==> config.mk <==
export PLATFORM = sky130hd
export DESIGN_NAME = bf_row_ctrl_flat
export DESIGN_NICKNAME = d
export VERILOG_FILES = /design/src/rtl/bf_row_ctrl_if.sv /design/src/rtl/bf_row_ctrl.sv /design/src/flat_wrapper.sv
export SDC_FILE = /design/constraint.sdc
export NUM_CORES = 1
export LEC_CHECK = 0
export BUFFER_PORTS_ARGS = -buffer_cell sky130_fd_sc_hd__clkbuf_2
export CAP_MARGIN = 30
export CORE_ASPECT_RATIO = 1.1
export CORE_UTILIZATION = 49
export CTS_CLUSTER_DIAMETER = 40
export DETAILED_ROUTE_END_ITERATION = 10
export GPL_TIMING_DRIVEN = 0
export PLACE_DENSITY = 0.81
export REMOVE_ABC_BUFFERS = 1
export SYNTH_ARGS = -nofsm -noshare
export SYNTH_HDL_FRONTEND = slang
export SYNTH_SLANG_ARGS = --single-unit
==> constraint.sdc <==
create_clock -name clock -period 2.05 [get_ports clock]
set_input_delay 0.41 -clock clock [delete_from_list [all_inputs] [get_ports clock]]
set_output_delay 0.41 -clock clock [all_outputs]
set_load 0.01 [all_outputs]
==> src/rtl/bf_row_ctrl_if.sv <==
// Request/response bundle for the bit-filter row controller: insert and
// query handshakes plus the unbuffered query response.
interface bf_row_ctrl_if #(
    parameter int ADDR_W = 12
) ();
    logic              ins_valid;
    logic              ins_ready;
    logic [ADDR_W-1:0] ins_addr;
    logic              qry_valid;
    logic              qry_ready;
    logic [ADDR_W-1:0] qry_addr;
    logic              rsp_valid;
    logic              rsp_hit;

    modport master (
        output ins_valid, ins_addr, qry_valid, qry_addr,
        input  ins_ready, qry_ready, rsp_valid, rsp_hit
    );

    modport slave (
        input  ins_valid, ins_addr, qry_valid, qry_addr,
        output ins_ready, qry_ready, rsp_valid, rsp_hit
    );
endinterface

==> src/rtl/bf_row_ctrl.sv <==
// Bit-filter row controller: sets and tests single bits in an external
// dual-port bit RAM and sweeps the whole RAM to zero on request.
module bf_row_ctrl #(
    parameter int RD_LAT = 2,
    parameter int ADDR_W = 12
) (
    input  logic              clock,
    input  logic              reset_n,
    bf_row_ctrl_if.slave      bus,
    input  logic              clr_start,
    output logic              clr_busy,
    output logic              clr_done,
    output logic [15:0]       hit_cnt,
    output logic [ADDR_W-1:0] ram_address_a,
    output logic              ram_data_a,
    output logic              ram_wren_a,
    output logic [ADDR_W-1:0] ram_address_b,
    output logic              ram_data_b,
    output logic              ram_wren_b,
    input  logic              ram_q_b
);

    localparam int HALF_W = ADDR_W - 1;

    typedef enum logic {
        IDLE  = 1'b0,
        CLEAR = 1'b1
    } state_t;

    state_t              state;
    state_t              state_next;
    logic [HALF_W-1:0]   clr_cnt;
    logic [HALF_W-1:0]   clr_cnt_next;
    logic                clr_last;
    logic                accepting;
    logic                ins_acc;
    logic                qry_acc;
    logic                fwd;
    logic [RD_LAT-1:0]   pipe_v;
    logic [RD_LAT-1:0]   pipe_f;
    logic                done_q;
    logic                hit_now;

    // Handshakes are gated by reset_n so nothing reaches the RAM while reset is held.
    assign accepting     = (state == IDLE) && reset_n;
    assign bus.ins_ready = accepting;
    assign bus.qry_ready = accepting;
    assign ins_acc       = bus.ins_valid && accepting;
    assign qry_acc       = bus.qry_valid && accepting;
    assign fwd           = ins_acc && qry_acc && (bus.ins_addr == bus.qry_addr);
    assign clr_last      = (clr_cnt == {HALF_W{1'b1}});

    always_ff @(posedge clock or negedge reset_n) begin
        if (!reset_n) begin
            state   <= IDLE;
            clr_cnt <= '0;
        end else begin
            state   <= state_next;
            clr_cnt <= clr_cnt_next;
        end
    end

    always_comb begin
        state_next   = state;
        clr_cnt_next = clr_cnt;
        unique case (state)
            IDLE: begin
                if (clr_start) begin
                    state_next   = CLEAR;
                    clr_cnt_next = '0;
                end
            end
            CLEAR: begin
                clr_cnt_next = clr_cnt + 1'b1;
                if (clr_last) begin
                    state_next = IDLE;
                end
            end
            default: begin
                state_next = IDLE;
            end
        endcase
    end

    // During CLEAR the two ports sweep the lower and upper halves in parallel.
    always_comb begin
        ram_address_a = '0;
        ram_data_a    = 1'b0;
        ram_wren_a    = 1'b0;
        ram_address_b = '0;
        ram_data_b    = 1'b0;
        ram_wren_b    = 1'b0;
        if ((state == CLEAR) && reset_n) begin
            ram_address_a = {1'b0, clr_cnt};
            ram_wren_a    = 1'b1;
            ram_address_b = {1'b1, clr_cnt};
            ram_wren_b    = 1'b1;
        end else begin
            if (ins_acc) begin
                ram_address_a = bus.ins_addr;
                ram_data_a    = 1'b1;
                ram_wren_a    = 1'b1;
            end
            if (qry_acc) begin
                ram_address_b = bus.qry_addr;
            end
        end
    end

    always_ff @(posedge clock or negedge reset_n) begin
        if (!reset_n) begin
            done_q <= 1'b0;
        end else begin
            done_q <= (state == CLEAR) && clr_last;
        end
    end

    assign clr_busy = (state == CLEAR);
    assign clr_done = done_q;

    // The forward flag covers a same-cycle insert the RAM read cannot see yet.
    always_ff @(posedge clock or negedge reset_n) begin
        if (!reset_n) begin
            pipe_v <= '0;
            pipe_f <= '0;
        end else begin
            pipe_v[0] <= qry_acc;
            pipe_f[0] <= fwd;
            for (int i = 1; i < RD_LAT; i++) begin
                pipe_v[i] <= pipe_v[i-1];
                pipe_f[i] <= pipe_f[i-1];
            end
        end
    end

    assign hit_now       = pipe_v[RD_LAT-1] && (ram_q_b || pipe_f[RD_LAT-1]);
    assign bus.rsp_valid = pipe_v[RD_LAT-1];
    assign bus.rsp_hit   = hit_now;

    always_ff @(posedge clock or negedge reset_n) begin
        if (!reset_n) begin
            hit_cnt <= '0;
        end else if (hit_now && (hit_cnt != 16'hFFFF)) begin
            hit_cnt <= hit_cnt + 16'd1;
        end
    end

endmodule

==> src/flat_wrapper.sv <==
// flat-port wrapper written by rule: the top's interface ports become plain ports
module bf_row_ctrl_flat 
#(
    parameter int RD_LAT = 2,
    parameter int ADDR_W = 12
)
  (clock, reset_n, clr_start, clr_busy, clr_done, hit_cnt, ram_address_a, ram_data_a, ram_wren_a, ram_address_b, ram_data_b, ram_wren_b, ram_q_b, bus_ins_valid, bus_ins_addr, bus_qry_valid, bus_qry_addr, bus_ins_ready, bus_qry_ready, bus_rsp_valid, bus_rsp_hit);
  bf_row_ctrl_if #(.ADDR_W(ADDR_W)) bus_i ();
  input  logic clock;
  input  logic reset_n;
  input  logic clr_start;
  output logic clr_busy;
  output logic clr_done;
  output logic [15:0] hit_cnt;
  output logic [ADDR_W-1:0] ram_address_a;
  output logic ram_data_a;
  output logic ram_wren_a;
  output logic [ADDR_W-1:0] ram_address_b;
  output logic ram_data_b;
  output logic ram_wren_b;
  input  logic ram_q_b;
  input wire logic [$bits(bus_i.ins_valid)-1:0] bus_ins_valid;
  input wire logic [$bits(bus_i.ins_addr)-1:0] bus_ins_addr;
  input wire logic [$bits(bus_i.qry_valid)-1:0] bus_qry_valid;
  input wire logic [$bits(bus_i.qry_addr)-1:0] bus_qry_addr;
  output wire logic [$bits(bus_i.ins_ready)-1:0] bus_ins_ready;
  output wire logic [$bits(bus_i.qry_ready)-1:0] bus_qry_ready;
  output wire logic [$bits(bus_i.rsp_valid)-1:0] bus_rsp_valid;
  output wire logic [$bits(bus_i.rsp_hit)-1:0] bus_rsp_hit;
  assign bus_i.ins_valid = bus_ins_valid;
  assign bus_i.ins_addr = bus_ins_addr;
  assign bus_i.qry_valid = bus_qry_valid;
  assign bus_i.qry_addr = bus_qry_addr;
  assign bus_ins_ready = bus_i.ins_ready;
  assign bus_qry_ready = bus_i.qry_ready;
  assign bus_rsp_valid = bus_i.rsp_valid;
  assign bus_rsp_hit = bus_i.rsp_hit;
  bf_row_ctrl #(.RD_LAT(RD_LAT), .ADDR_W(ADDR_W)) u_core (.clock(clock), .reset_n(reset_n), .bus(bus_i), .clr_start(clr_start), .clr_busy(clr_busy), .clr_done(clr_done), .hit_cnt(hit_cnt), .ram_address_a(ram_address_a), .ram_data_a(ram_data_a), .ram_wren_a(ram_wren_a), .ram_address_b(ram_address_b), .ram_data_b(ram_data_b), .ram_wren_b(ram_wren_b), .ram_q_b(ram_q_b));
endmodule
==> metrics.md <==
| Metric | Value |
|---|---|
| Yosys top cell by area | dfrtp_1 |
| Seq. cell area | 829.5 um2 |
| Post-synth EDFFs | 0 |
| Final Hold Viols | 0 |
| Reg2reg start | u_core.hit_cnt[0]$_DFFE_PN0P_ |
| R2R cell count | 5 |
| CP Class | register to primary output |
| CTS Hold Buffers Added | 0 |
| Arr. time, crit path | roughly 1.6 ns |
| P per Cell Area | around 740 mW/mm2 |
| Worst setup margin | around 0.053 ns |
| Post-Route WL | ~4900 um |
| Gr usage total | between 20% and 30% |
| Clk sink count | 33 |
| Max cap viols | 0 |
| ANT cells | 0 |
| Placed cell areas | around 0.0024 mm2 |
| Final net count | 308 |
| FF-to-FF End | u_core.hit_cnt[12]$_DFFE_PN0P_ |
| Global route overflow | 0 |
| Final setup violating endpoints | 0 |
| Cells after synthesis | 202 |
| Worst VDD drop | 0.0005000 V |
| R2R Setup Slk | roughly 0.28 ns |
| Clk buf depth | 2 |
| Clock Latency Late Sink | about 0.28 ns |
| H-Tree Depth | 2 |
| # fillers | 358 |
| Layout Area Growth over Synthesis | 24.89% |
| I/O Buffers | between 70 and 80 |
| DR vias/cell | 5.697 |
| DR vias | 1,863 |
| Lkg Pwr | 0.001279 uW |
| Synth Flop Type | dfrtp_1 |
| Core area | a little under 0.004 mm2 |
| Placement Setup Slack | -0.7081 ns |
| Mean routed wirelength per cell | 14.96 um |
| Remaining DRCs | 0 |
| Fin area | 0.002530 mm2 |
| Tcrit/Tclk final | 97.40% |
| Min Tclk post-route | 1.997 ns |
| Syn Area/Cell | 10.03 um2 |
| Commonest cells post-synth | dfrtp_1 (33), a22o_1 (21), nand2_1 (19), xnor2_1 (19), o21ai_0 (9) |
| Hold_ws | around 0.021 ns |
| CTS clk-pin slew, worst paths | 0.06 ns |
| Die X | 63.31 um |
| Largest net degree at the start of global routing | 38 |
| Height of the die | 69.44 um |
| Skew final | around 0.0012 ns |
| Synth area leaders | dfrtp_1 (41%), a22o_1 (9.1%), xnor2_1 (8.2%) |
| First-pass GRT wire length | 7997 um |
| Antenna Nets Post-Route | 0 |
| Layout cells sized above 1 | 38.18% |
| Worst Max-Slew Pin Slew | 0.6740 ns |
| Root Buffer | clkbuf_8 |
| Initial antenna violation count | 0 |
| Pins Over Slew Limit | 0 |
| Most common cell in the netlist | dfrtp_1 |
| Hold Crit Class | input pin to asynchronous set/reset pin |
| Placer Congestion | 0.7907 |
| #FFs+latches synth | 33 |
| Post-synthesis sequential area ratio | 40.77% |
| Synthesis Warnings | 0 |
| IO Pins | 80 |
| Synth unique cells | 51 |
| Area share of the largest cell type after synthesis | roughly 40% |
| CTS buffer count | 5 |
| Netlist Area Pre-Place | a little over 0.002 mm2 |
| CP Launch Type | register |
| Initial core utilization | 51.10% |
| Critical path peak fanout | 13 |
| Area of the multi-input gates | 0.001147 mm2 |
| Worst EP required | 1.64 ns |
| 1st-iter DRT viols | 105 |
| Die ar. | 0.004396 mm2 |
| DPL Wire Length | 3527 um |
| Drt pass-1 iters | 4 |
| Crit. End Element | primary output |
| Vias in the first global route | 1,733 |
| Slew headroom | a little over half |
| Achievable frequency | around 500 MHz |
| Status | completed |
| CTS tree | yes |
| Async S/R FF share, synth | 100.0% |
| Site Rows | 24 |
==> flip-flops by register name (all words and copies together) (netlist names) <==
| name | cells |
|---|---|
| u_core.hit_cnt | 16 |
| u_core.clr_cnt | 11 |
| u_core.pipe_f | 2 |
| u_core.pipe_v | 2 |
| u_core.clr_busy | 1 |
| u_core.clr_done | 1 |
==> layout by cell type, fill, tap and decap left out, drive strengths merged, types with 4 or more instances in the layout <==
cell    synthesis  layout
and3            8       8
xor2            7       7
clkbuf          5      83
and2            5       6
nand2          20      20
nor2            6       6
xnor2          19      19
nand4           8       8
a21oi           4       4
a22o           21      21
nand3           5       5
dfrtp          33      33
o21ai          10      10
==> final cells by class <==
class	instances	area share (%)
Tap cell	52	2.572
Timing Repair Buffer	79	16.07
Inverter	2	0.2967
Multi-Input combinational cell	155	45.35
Clock buffer	5	2.720
Sequential cell	33	32.79
Clock inverter	1	0.1978
==> critical path, cell delays in order (launching register included) <==
cell	delay, ns
dfrtp_4	0.55
nor2b_4	0.20
and2_4	0.27
a22o_1	0.16
clkbuf_2	0.13
==> cells by family after synthesis <==
kind of cell / Yosys count / synth area share [%]
flip-flops: 33 / 40.77
other: 1 / 0.1851
AO/OA/AOI/OAI: 54 / 21.06
adder cells (fa/ha/maj): 2 / 1.235
XOR/XNOR: 26 / 11.24
buffers and inverters: 15 / 3.768
multiplexers: 5 / 2.779
AND/OR/NAND/NOR: 66 / 18.96
==> timing repair <==
action,CTS,global route
buffers inserted,0,1
setup endpoints to repair,28,22
pin swaps,1,0
cloned,1,0
resized for setup,12,1
==> stage by stage <==
| step | setup TNS (ns) | utilization [%] | total power, uW | cells |
|---|---|---|---|---|
| after floorplan | -0.4704 | - | 1198 | 189 |
| after global placement | -15.61 | 60.86 | 1400 | 319 |
| after detailed placement | -16.35 | 60.86 | 1423 | 319 |
| after CTS | 0 | 63.60 | 1882 | 326 |
| after global routing | -0.0007291 | 63.83 | 1975 | 327 |
| final | 0 | 63.83 | 1866 | 327 |
==> worst max path at each step <==
stage,start,end,slack [ns],cells past startpoint
floorplan,u_core.clr_busy$_DFF_PN0_,ram_address_a[0],-0.03,3
global placement,reset_n,ram_address_b[10],-0.68,5
detailed placement,reset_n,ram_address_b[5],-0.71,5
CTS,u_core.clr_busy$_DFF_PN0_,ram_address_a[10],0.005,4
global route,u_core.clr_busy$_DFF_PN0_,ram_address_a[4],-0.0007,4
finish,u_core.clr_busy$_DFF_PN0_,ram_address_a[4],0.05,4
==> per-layer routing <==
metal	global-route usage, %	part of all wire, %	vias to the layer above
met2	41.22	53	66
met1	28.24	40	898
met3	5.263	5.4	4
li1	-	-	895
met5	0	0	-
met4	5.051	0.65	0
==> power by group <==
part	internal (uW)	switching, uW	leakage, uW	total [uW]
Sequential	738	158	0.000437	896
Clock	223	221	0.0000399	444
Combinational	263	262	0.000802	525
Total	1220	641	0.00128	1870
No activity file was read; power rests on OpenSTA's default activity.
